===== config.mk =====
export PLATFORM = sky130hd
export DESIGN_NAME = logic_clk_en_ctrl
export DESIGN_NICKNAME = d
export VERILOG_FILES = /design/src/rtl/logic_clk_en_ctrl.sv
export SDC_FILE = /design/constraint.sdc
export NUM_CORES = 1
export LEC_CHECK = 0
export CAP_MARGIN = 20
export CORE_MARGIN = 8
export CORE_UTILIZATION = 49
export DETAILED_ROUTE_END_ITERATION = 10
export PLACE_DENSITY = 0.89
export SLEW_MARGIN = 25
export SYNTH_ARGS = -nofsm -noshare
export SYNTH_HDL_FRONTEND = slang
export SYNTH_SLANG_ARGS = --single-unit

===== constraint.sdc =====
create_clock -name clk -period 2 [get_ports clk]
set_input_delay 0.6 -clock clk [delete_from_list [all_inputs] [get_ports clk]]
set_output_delay 0.6 -clock clk [all_outputs]
set_load 0.02 [all_outputs]

===== src/rtl/logic_clk_en_ctrl.sv =====
// Clock-enable controller for the JTAG-path logic clock gate: N-cycle bursts and free-run.
// Optional feature: define LOGIC_CLK_NEG_LATCH_EN to re-time clk_en on the falling edge of clk.
module logic_clk_en_ctrl #(
    parameter int CNT_W = 8
) (
    input  logic             clk,
    input  logic             rst_n,
    input  logic             start,
    input  logic [CNT_W-1:0] pulse_cnt,
    input  logic             abort,
    input  logic             freerun,
    output logic             clk_en,
    output logic             busy,
    output logic             done,
    output logic [CNT_W-1:0] issued
);

    typedef enum logic [1:0] {
        S_IDLE  = 2'd0,
        S_SETUP = 2'd1,
        S_RUN   = 2'd2,
        S_DONE  = 2'd3
    } state_t;

    state_t           r_state;
    state_t           w_nxt;
    logic             w_accept;
    logic             w_en_d;
    logic             r_en_q;
    logic             r_busy;
    logic             r_done;
    logic [CNT_W-1:0] r_cnt;
    logic [CNT_W-1:0] r_issued;

    // Next-state decode; a start is only honoured in IDLE with free-run off.
    always_comb begin
        w_nxt    = r_state;
        w_accept = 1'b0;
        w_en_d   = 1'b0;
        unique case (r_state)
            S_IDLE: begin
                if (start && !freerun) begin
                    w_accept = 1'b1;
                    if (pulse_cnt == '0) begin
                        w_nxt = S_DONE;
                    end else begin
                        w_nxt = S_SETUP;
                    end
                end
            end
            S_SETUP: begin
                if (abort) begin
                    w_nxt = S_DONE;
                end else begin
                    w_nxt = S_RUN;
                end
            end
            S_RUN: begin
                if (abort || (r_cnt == CNT_W'(1))) begin
                    w_nxt = S_DONE;
                end
            end
            S_DONE: begin
                w_nxt = S_IDLE;
            end
            default: begin
                w_nxt = S_IDLE;
            end
        endcase
        // Enable is open in every RUN cycle, or follows freerun one edge late while idle.
        w_en_d = (w_nxt == S_RUN) || ((r_state == S_IDLE) && freerun);
    end

    // State register.
    always_ff @(posedge clk or negedge rst_n) begin
        if (!rst_n) begin
            r_state <= S_IDLE;
        end else begin
            r_state <= w_nxt;
        end
    end

    // Registered enable and handshake outputs, aligned with the state they describe.
    always_ff @(posedge clk or negedge rst_n) begin
        if (!rst_n) begin
            r_en_q <= 1'b0;
            r_busy <= 1'b0;
            r_done <= 1'b0;
        end else begin
            r_en_q <= w_en_d;
            r_busy <= (w_nxt != S_IDLE);
            r_done <= (w_nxt == S_DONE);
        end
    end

    // Down-counter for the remaining burst and up-counter of cycles actually issued.
    always_ff @(posedge clk or negedge rst_n) begin
        if (!rst_n) begin
            r_cnt    <= '0;
            r_issued <= '0;
        end else if (w_accept) begin
            r_cnt    <= pulse_cnt;
            r_issued <= '0;
        end else if (r_state == S_RUN) begin
            r_cnt    <= r_cnt - CNT_W'(1);
            r_issued <= r_issued + CNT_W'(1);
        end
    end

`ifdef LOGIC_CLK_NEG_LATCH_EN
    logic r_en_n;

    // Re-time the enable on the falling edge so a plain AND gate never glitches.
    always_ff @(negedge clk or negedge rst_n) begin
        if (!rst_n) begin
            r_en_n <= 1'b0;
        end else begin
            r_en_n <= r_en_q;
        end
    end

    assign clk_en = r_en_n;
`else
    assign clk_en = r_en_q;
`endif

    assign busy   = r_busy;
    assign done   = r_done;
    assign issued = r_issued;

endmodule


==> results.yml <==
sta:
  slew_violations: 0
  period_needed_ps: 1940
  tightestPinTransition_ps: 386
  slew_headroom_pct: 74.2
  tns_ps: 0
  final_hold_viol_count: 0
  period_share_pct: 97.0
  fin_skew_ps: 1.15
  clock.fmax_ghz: 0.515
  rsz0062_at_grt: "no"
  setup_viol: 0
floorplanning:
  die_area_um2: 4100
  start_util_pct: 51.6
  die_h_um: 64.0
  ios: 24
  die_w_um: 64.0
  coreArea_um2: 2190
  rows: 17
global_routing:
  grt_util_met2_pct: 21.5
  top_usage_layer: "met2"
  antenna_found_initial: 0
  globalRouteMet3Util_pct: 3.48
  grtUsageTotal_pct: 12.3
  grt_pass1_vias: 927
  grt-ovfl-total: 0
  grt_pass1_wl_um: 4110
  grt_max_degree: 25
  groute.layer.met1.usage_pct: 13.4
power:
  clock_power_share_pct: 10.5
  leakagePower_nw: 0.663
  switching_share_pct: 40.7
  p_seq_share_pct: 39.7
  p_switching_mw: 0.776
  comb_power_share_pct: 49.7
  ir_drop_uv: 1060
  internal-power_mw: 1.13
  powerDensity_nw_per_um2: 1310
detailed_routing:
  num_vias: 901
  vias_per_cell: 5.30
  wirelength_um: 2400
  antenna_left: 0
  drc: 0
  dr.pass1.iters: 4
  drtIter0Drc: 35
  wire_per_inst_um: 14.1
logic_synthesis:
  avgSynthCellArea_um2: 9.84
  synth_enable_flop_cells: 0
  async_flop_share_pct: 100
  synth_area_um2: 1130
  yosysWarnings: 0
  synth.distinct_cells: 32
  synth_largest_area_cell: "dfrtp_1"
  syn_inst: 115
  synth_top_area_share_pct: 46.5
  yosysSeqAreaShare_pct: 46.5
  synth_nets: 135
  ys.flop_type: "dfrtp_1"
  synth_area_leaders: "dfrtp_1 46%, ha_1 7.7%, xor2_1 6.2%"
  ys_ff_latch: 21
clock_tree:
  cts_tree: "done"
  worstSkewPairLatency_ps: 300
  cts_root_buffer: "clkbuf_4"
  holdBufCountCts: 0
  h-tree-depth: 1
  cts.clk_slew.worst_paths_ps: 110
  numCtsBuffers: 3
  clkSinkCount: 21
  clk_path_buf_depth: 2
layout:
  drive_gt1_share_pct: 10.6
  mostFrequentLayoutCell: "dfrtp_1"
  nFillCells: 187
  layout_common_cells: "21 x dfrtp_1, 20 x clkdlybuf4s50_1, 17 x nand2_1"
  stdcell_count: 170
  syn2layout_area_growth_pct: 28.5
  diodes: 0
  utilization_pct: 66.4
  fin_nets: 163
worst_setup_path:
  cp.required_ps: 1400
  crit_path_end_kind: "primary output"
  worstSetupStartpointType: "flop"
  path_cells: "clkdlybuf4s50_1"
  critical_path_class: "reg2out"
  crit_arrival_ps: 1340
  crit_fanout: 4
  slowest_stage: "clkdlybuf4s50_1"
  cp_top_family: "buffers and inverters"
  critPathBufInv: 1
  max_stage_delay_ps: 630
  r2r_setup_slack_ps: 290
placed_design:
  dpl.hpwl_um: 1810
  portBuffers: 23
  dp.cells: 166
  place.gp.congestion: 0.826
worst_hold_path:
  hold_path.class: "reg2reg"
status:
  status: "finished clean"
job:
  maxCapViolations: 0
## worst reg2reg max path: stages, from the launching register on
cell,delay (ps)
dfrtp_1,420
inv_1,130
ha_1,180
buf_4,130
nand4_1,210
or3_1,410
a21oi_1,160
## layer usage
metal  wire (µm)  vias to the layer above  part of all wire (%)
met5           0                        -                     0
met4          44                        0                   1.8
met3         157                        4                   6.5
met2        1150                       25                    48
met1        1050                      433                    44
li1            -                      439                     -
## flip-flops by register name (all words and copies together), names as in the netlist
name	count
clk_en	1
r_state	2
issued	8
busy	1
done	1
r_cnt	8
## stage by stage
stage               power [mW]  cell area [µm²]  hold slack [ps]  setup WS (ps)
floorplan                 1.38             1130              304            476
global placement          1.67             1420              536            133
detailed placement        1.72             1420              555           90.7
CTS                       1.93             1450              571           13.2
global route              2.06             1450              612           5.25
finish                    1.91             1450              568           59.2
## timing repair
action,in CTS,in global routing
endpoints found under the setup margin,0,3
endpoints found under the hold margin,0,0
buffers inserted,0,0
resized for setup,0,3
## synth_stat cells, types with 2 or more instances
| cell type | n |
|---|---|
| a21oi_1 | 3 |
| buf_2 | 3 |
| dfrtp_1 | 21 |
| ha_1 | 7 |
| inv_1 | 6 |
| nand2_1 | 17 |
| nand4_1 | 3 |
| nor2_1 | 11 |
| nor4b_2 | 2 |
| o21ai_0 | 5 |
| o21ai_1 | 5 |
| or3_1 | 2 |
| xnor2_1 | 4 |
| xor2_1 | 8 |
## cells by family (layout without fill, tap and decap cells)
logic type               count (synthesis)  count (layout)  share of synthesized area [%]
buffers and inverters                   11              38                           3.98
multiplexers                             2               2                           1.88
flip-flops                              21              21                           46.5
AND/OR/NAND/NOR                         45              45                           21.6
adder cells (fa/ha/maj)                  7               7                           7.74
AO/OA/AOI/OAI                           17              17                           9.07
XOR/XNOR                                12              12                           9.29
## area by class of cell
cell class / count / area [µm²] / share of cell area, %
multi-input combinational: 83 / 561 / 38.6
clock buffer: 4 / 26.3 / 1.81
timing repair buffer: 27 / 280 / 19.3
sequential: 21 / 526 / 36.1
inverter: 7 / 26.3 / 1.81
tap: 28 / 35.0 / 2.41
## power groups by stage
stage / sequential [mW] / combinational [mW] / clock [mW]
after global routing: 0.779 / 1.05 / 0.228
after global placement: 0.755 / 0.917 / 0
final: 0.758 / 0.948 / 0.201
after CTS: 0.757 / 0.964 / 0.210
after floorplan: 0.811 / 0.570 / 0
after detailed placement: 0.764 / 0.953 / 0
## final timing paths
kind / startpoint / cells after the start / end
hold / removal: issued[7] / 2 / issued[7]
max in group asynchronous: rst_n / 2 / r_state[1]
min in group asynchronous: rst_n / 2 / issued[1]
setup / recovery: issued[1] / 1 / issued[1]
setup reg to reg: r_state[0] / 6 / issued[5]
hold reg to reg: issued[7] / 2 / issued[7]
Note: power is estimated with default switching activity, not from simulation.
==> RTL change 1, RTL diff (config.mk and constraints unchanged) <==
Register the inputs `start`, `pulse_cnt`, `abort` and `freerun` before use. The logic sees them one clock later. Comments in the files are not updated.
--- a/src/rtl/logic_clk_en_ctrl.sv
+++ b/src/rtl/logic_clk_en_ctrl.sv
@@ -24,2 +24,14 @@
 
+    logic start_q;
+    logic [CNT_W-1:0] pulse_cnt_q;
+    logic abort_q;
+    logic freerun_q;
+
+    always_ff @(posedge clk) begin
+        start_q     <= start;
+        pulse_cnt_q <= pulse_cnt;
+        abort_q     <= abort;
+        freerun_q   <= freerun;
+    end
+
     state_t           r_state;
@@ -41,5 +53,5 @@
             S_IDLE: begin
-                if (start && !freerun) begin
+                if (start_q && !freerun_q) begin
                     w_accept = 1'b1;
-                    if (pulse_cnt == '0) begin
+                    if (pulse_cnt_q == '0) begin
                         w_nxt = S_DONE;
@@ -51,3 +63,3 @@
             S_SETUP: begin
-                if (abort) begin
+                if (abort_q) begin
                     w_nxt = S_DONE;
@@ -58,3 +70,3 @@
             S_RUN: begin
-                if (abort || (r_cnt == CNT_W'(1))) begin
+                if (abort_q || (r_cnt == CNT_W'(1))) begin
                     w_nxt = S_DONE;
@@ -70,3 +82,3 @@
         // Enable is open in every RUN cycle, or follows freerun one edge late while idle.
-        w_en_d = (w_nxt == S_RUN) || ((r_state == S_IDLE) && freerun);
+        w_en_d = (w_nxt == S_RUN) || ((r_state == S_IDLE) && freerun_q);
     end
@@ -101,3 +113,3 @@
         end else if (w_accept) begin
-            r_cnt    <= pulse_cnt;
+            r_cnt    <= pulse_cnt_q;
             r_issued <= '0;
Formal check against the unedited RTL: not equivalent (a bounded check fails within 4 cycles, from zero or initial values and one cycle with rst_n low).
==> RTL change 1 against the unedited design <==
  * Wire length is 1.9% lower
  * Clock power is 63% higher
  * Core utilization is 4.1 points lower
  * Sequential cell count is 11 higher
  * Sequential share of layout area is 8.5 points higher
  * Area after synthesis is 19% higher
  * Total power is 16% higher
  * Design area is 15% higher
  * Worst setup slack better by 0.016 ns
  * Highest routed layer unchanged
==> RTL change 1: results <==
[synth]
post_synth_xor_area_fraction = 0.0910
synth-adder-area-share = 0.0650
async_reset_ff_frac = 0.656
synthesis.nets = 147
synth-seq-area-share = 0.553
netlist_top_cells_area = "dfrtp_1 (39%), dfxtp_1 (16%), ha_1 (6.5%), xor2_1 (5.8%), nand2_1 (4.2%)"
synthMuxAreaShare = 0.0158
postSynthCellCount = 127

[route]
vias_cell = 5.09
route.met2.wl_microns = 1100
post_drt_wl_per_cell_microns = 12.5
route.final.wire_length_microns = 2350
met3WireLength_microns = 175
dr.first_iter.drc_count = 36

[floorplanning]
nWellTaps = 31

[finish]
layout.clock.cell_area_share = 0.0292
number_of_clock_buffers_in_the_layout = 8
n_sequential_cell = 32
bufAreaShareNonClock = 0.152
multi_input_area_sq_um = 558
num-nonclk-buffers = 26
drive_above_1_share = 0.0828
layout-area-overhead-vs-synth_pct = 24.0
seq_share = 0.446
count_of_multi_input_gates = 84

[sta]
max-slew-margin-rel = 0.745
clock_skew_ns = 0.0146

[power_and_ir_drop]
reported_sequential_group_power_uw = 993
pg_clk_uw = 328
comb-power_uw = 887
leakage_power_summed_over_all_cells_uw = 0.000765
switching_share = 0.382

[placed_design]
pre_cts_ws_ns = 0.276
gp_congestion = 0.752
post_dp_cell_area_sq_um = 1620
detailed_place_hpwl_microns = 1790

[setup_path]
critPathMaxStageDelay_ns = 0.62

[global_routing]
globalRouteMet2Util = 0.186
gr-usage-all-layers = 0.118
grtUsageMet1 = 0.123
grt_pass1_wl_microns = 4030

[clocking]
clock_buffer_count_from_cts = 5
post_cts.resized_instances = 3
clk_transition_reported_paths_ns = 0.09
clock_tree.htree_level_count = 2
clock_latency_ns = 0.32

[run_status]
status = "complete, no violations"
## RTL change 1: changes by cell type in the layout (fill, tap and decap cells not counted), sizes merged, moves of 2 or more
cell / unedited run / this run
a21oi: 3 / 1
clkbuf: 4 / 8
clkdlybuf4s50: 20 / 18
dfxtp: 0 / 11
dlygate4sd2: 0 / 3
nand2: 17 / 15
nand3: 1 / 4
nor2: 11 / 13
nor3: 1 / 3
or3: 2 / 0
## RTL change 1: path summary, 6_finish.rpt
path / start / to / slack [ns] / cells after the start
max in group asynchronous: rst_n / r_cnt[6] / 1.16 / 2
max reg2reg: r_state[0] / r_cnt[4] / 0.30 / 6
min in group asynchronous: rst_n / r_cnt[2] / 0.61 / 2
min: pulse_cnt_q[4] / r_cnt[4] / 0.44 / 2
max: issued[4] / issued[4] / 0.08 / 1
min reg2reg: pulse_cnt_q[4] / r_cnt[4] / 0.44 / 2
## RTL change 1: worst min-delay path, stage by stage (launching register included)
cell and delay [ns]:
dfxtp_1 0.31, nand2_1 0.05, o21ai_0 0.06
==> RTL change 2, RTL diff (same flow settings) <==
Made on the original files. The parameter `CNT_W` goes from 8 to 6.
--- a/src/rtl/logic_clk_en_ctrl.sv
+++ b/src/rtl/logic_clk_en_ctrl.sv
@@ -3,3 +3,3 @@
 module logic_clk_en_ctrl #(
-    parameter int CNT_W = 8
+    parameter int CNT_W = 6
 ) (
Interface: changed (resized issued and pulse_cnt); port bits go from 24 to 20. No check against the original RTL was run, so the function may have changed too.
==> RTL change 2 against the unedited design <==
  * Area after synthesis shrank 18%
  * Highest routed layer unchanged
  * Non-clock buffer count down 5
  * Design area fell by 18%
  * Total power is 10% lower
  * Via count fell by 21%
  * Worst setup slack better by 0.042 ns
  * Sequential cell count down 4
  * Sequential share of layout area shrank 0.32 points
  * Wire length shrank 24%
==> RTL change 2: results <==
[run_status]
status = "complete, no violations"

[route]
routed.top_layer = "met4"
dr_total_vias = 716
vias_cell = 5.15
route.final.wire_length_microns = 1820
dr.first_iter.drc_count = 15
route.layer.met1.wl_microns = 798
met3WireLength_microns = 82
route.met2.wl_microns = 934

[power_and_ir_drop]
ir_drop_uv = 935
leakage_power_summed_over_all_cells_uw = 0.000538
internal_power_uw = 990

[global_routing]
globalRouteMet3Util = 0.0369
globalRouteMet2Util = 0.191
first_global_vias = 712
grt_start_max_net_pins = 19
gr-usage-all-layers = 0.116
grt_pass1_wl_microns = 3090
grtUsageMet1 = 0.132

[synth]
postSynthCellCount = 91
synth-seq-area-share = 0.457
synthesis.nets = 109
yosys.cell_types.count = 31
netlist_top_cells_area = "dfrtp_1 (46%), ha_1 (9.4%), nand2_1 (4.8%), xor2_1 (4.7%), nor2_1 (4.4%)"
yosys_warnings = 0
yosys-top-cells-count = "dfrtp_1 (17), nand2_1 (12), nor2_1 (11)"

[finish]
drive_above_1_share = 0.123
antenna_cells_inserted = 0
fin_nets = 133
final.fill_count = 146

[hold_path]
hp-class = "reg -> reg"

[placed_design]
place.detailed.instances = 135
post_dp_cell_area_sq_um = 1160
gp_congestion = 0.738
pre_cts_ws_ns = 0.0703
place.port_buffers = 19
detailed_place_hpwl_microns = 1430

[sta]
clock_skew_ns = 0.00221
finalSetupTns_ns = 0
worst-slew-pin-transition_ns = 0.316

[setup_path]
crit_family = "buffers and inverters"
crit_path_max_fanout = 3
data_arrival_time_of_the_critical_path_ns = 1.30

[clocking]
cts_post_setup_buffers_inserted = 0
post_cts.resized_instances = 3
clock_latency_ns = 0.29
RTL change 2: cell types whose count changed after synthesis, moves of 3 or more:
cell	before	now
o21ai_1	5	1
dfrtp_1	21	17
xor2_1	8	5
a21oi_1	3	0
nand2_1	17	12
buf_2	3	0
RTL change 2: path summary, 6_finish.rpt:
kind / start / to / slack [ns] / depth (start not counted)
setup / recovery: issued[4] / issued[4] / 0.10 / 1
hold / removal: r_cnt[5] / r_cnt[5] / 0.58 / 2
setup reg to reg: r_state[0] / r_cnt[5] / 0.39 / 6
hold reg to reg: r_cnt[5] / r_cnt[5] / 0.58 / 2
max in group asynchronous: rst_n / r_state[0] / 1.19 / 2
min in group asynchronous: rst_n / issued[0] / 0.62 / 2
RTL change 2: cells by family (layout without fill, tap and decap cells):
logic type / after synthesis / after routing / synth area share
AOI/OAI and AO/OA: 14 / 14 / 0.0995
xor gates and xnor gates: 9 / 9 / 0.0847
adders and majority gates: 7 / 7 / 0.0941
buffers and inverters: 9 / 32 / 0.0538
DFF: 17 / 17 / 0.457
muxes: 1 / 1 / 0.0108
and+or+nand+nor: 34 / 34 / 0.200
RTL change 2: power groups by stage:
stage | sequential [uW] | clock, uW | combinational, uW
floorplan | 725 | 0 | 544
global placement | 659 | 0 | 867
detailed placement | 667 | 0 | 900
CTS | 660 | 193 | 885
global route | 680 | 215 | 963
finish | 659 | 186 | 869
RTL change 2: cell type report:
class	instances	area (sq um)	share of cell area
Multi-Input combinational cell	65	455	0.384
Sequential cell	17	425	0.358
Timing Repair Buffer	22	224	0.189
Tap cell	25	31.3	0.0263
Inverter	6	23.8	0.0200
Clock buffer	3	22.5	0.0190
Clock inverter	1	5.00	0.00421
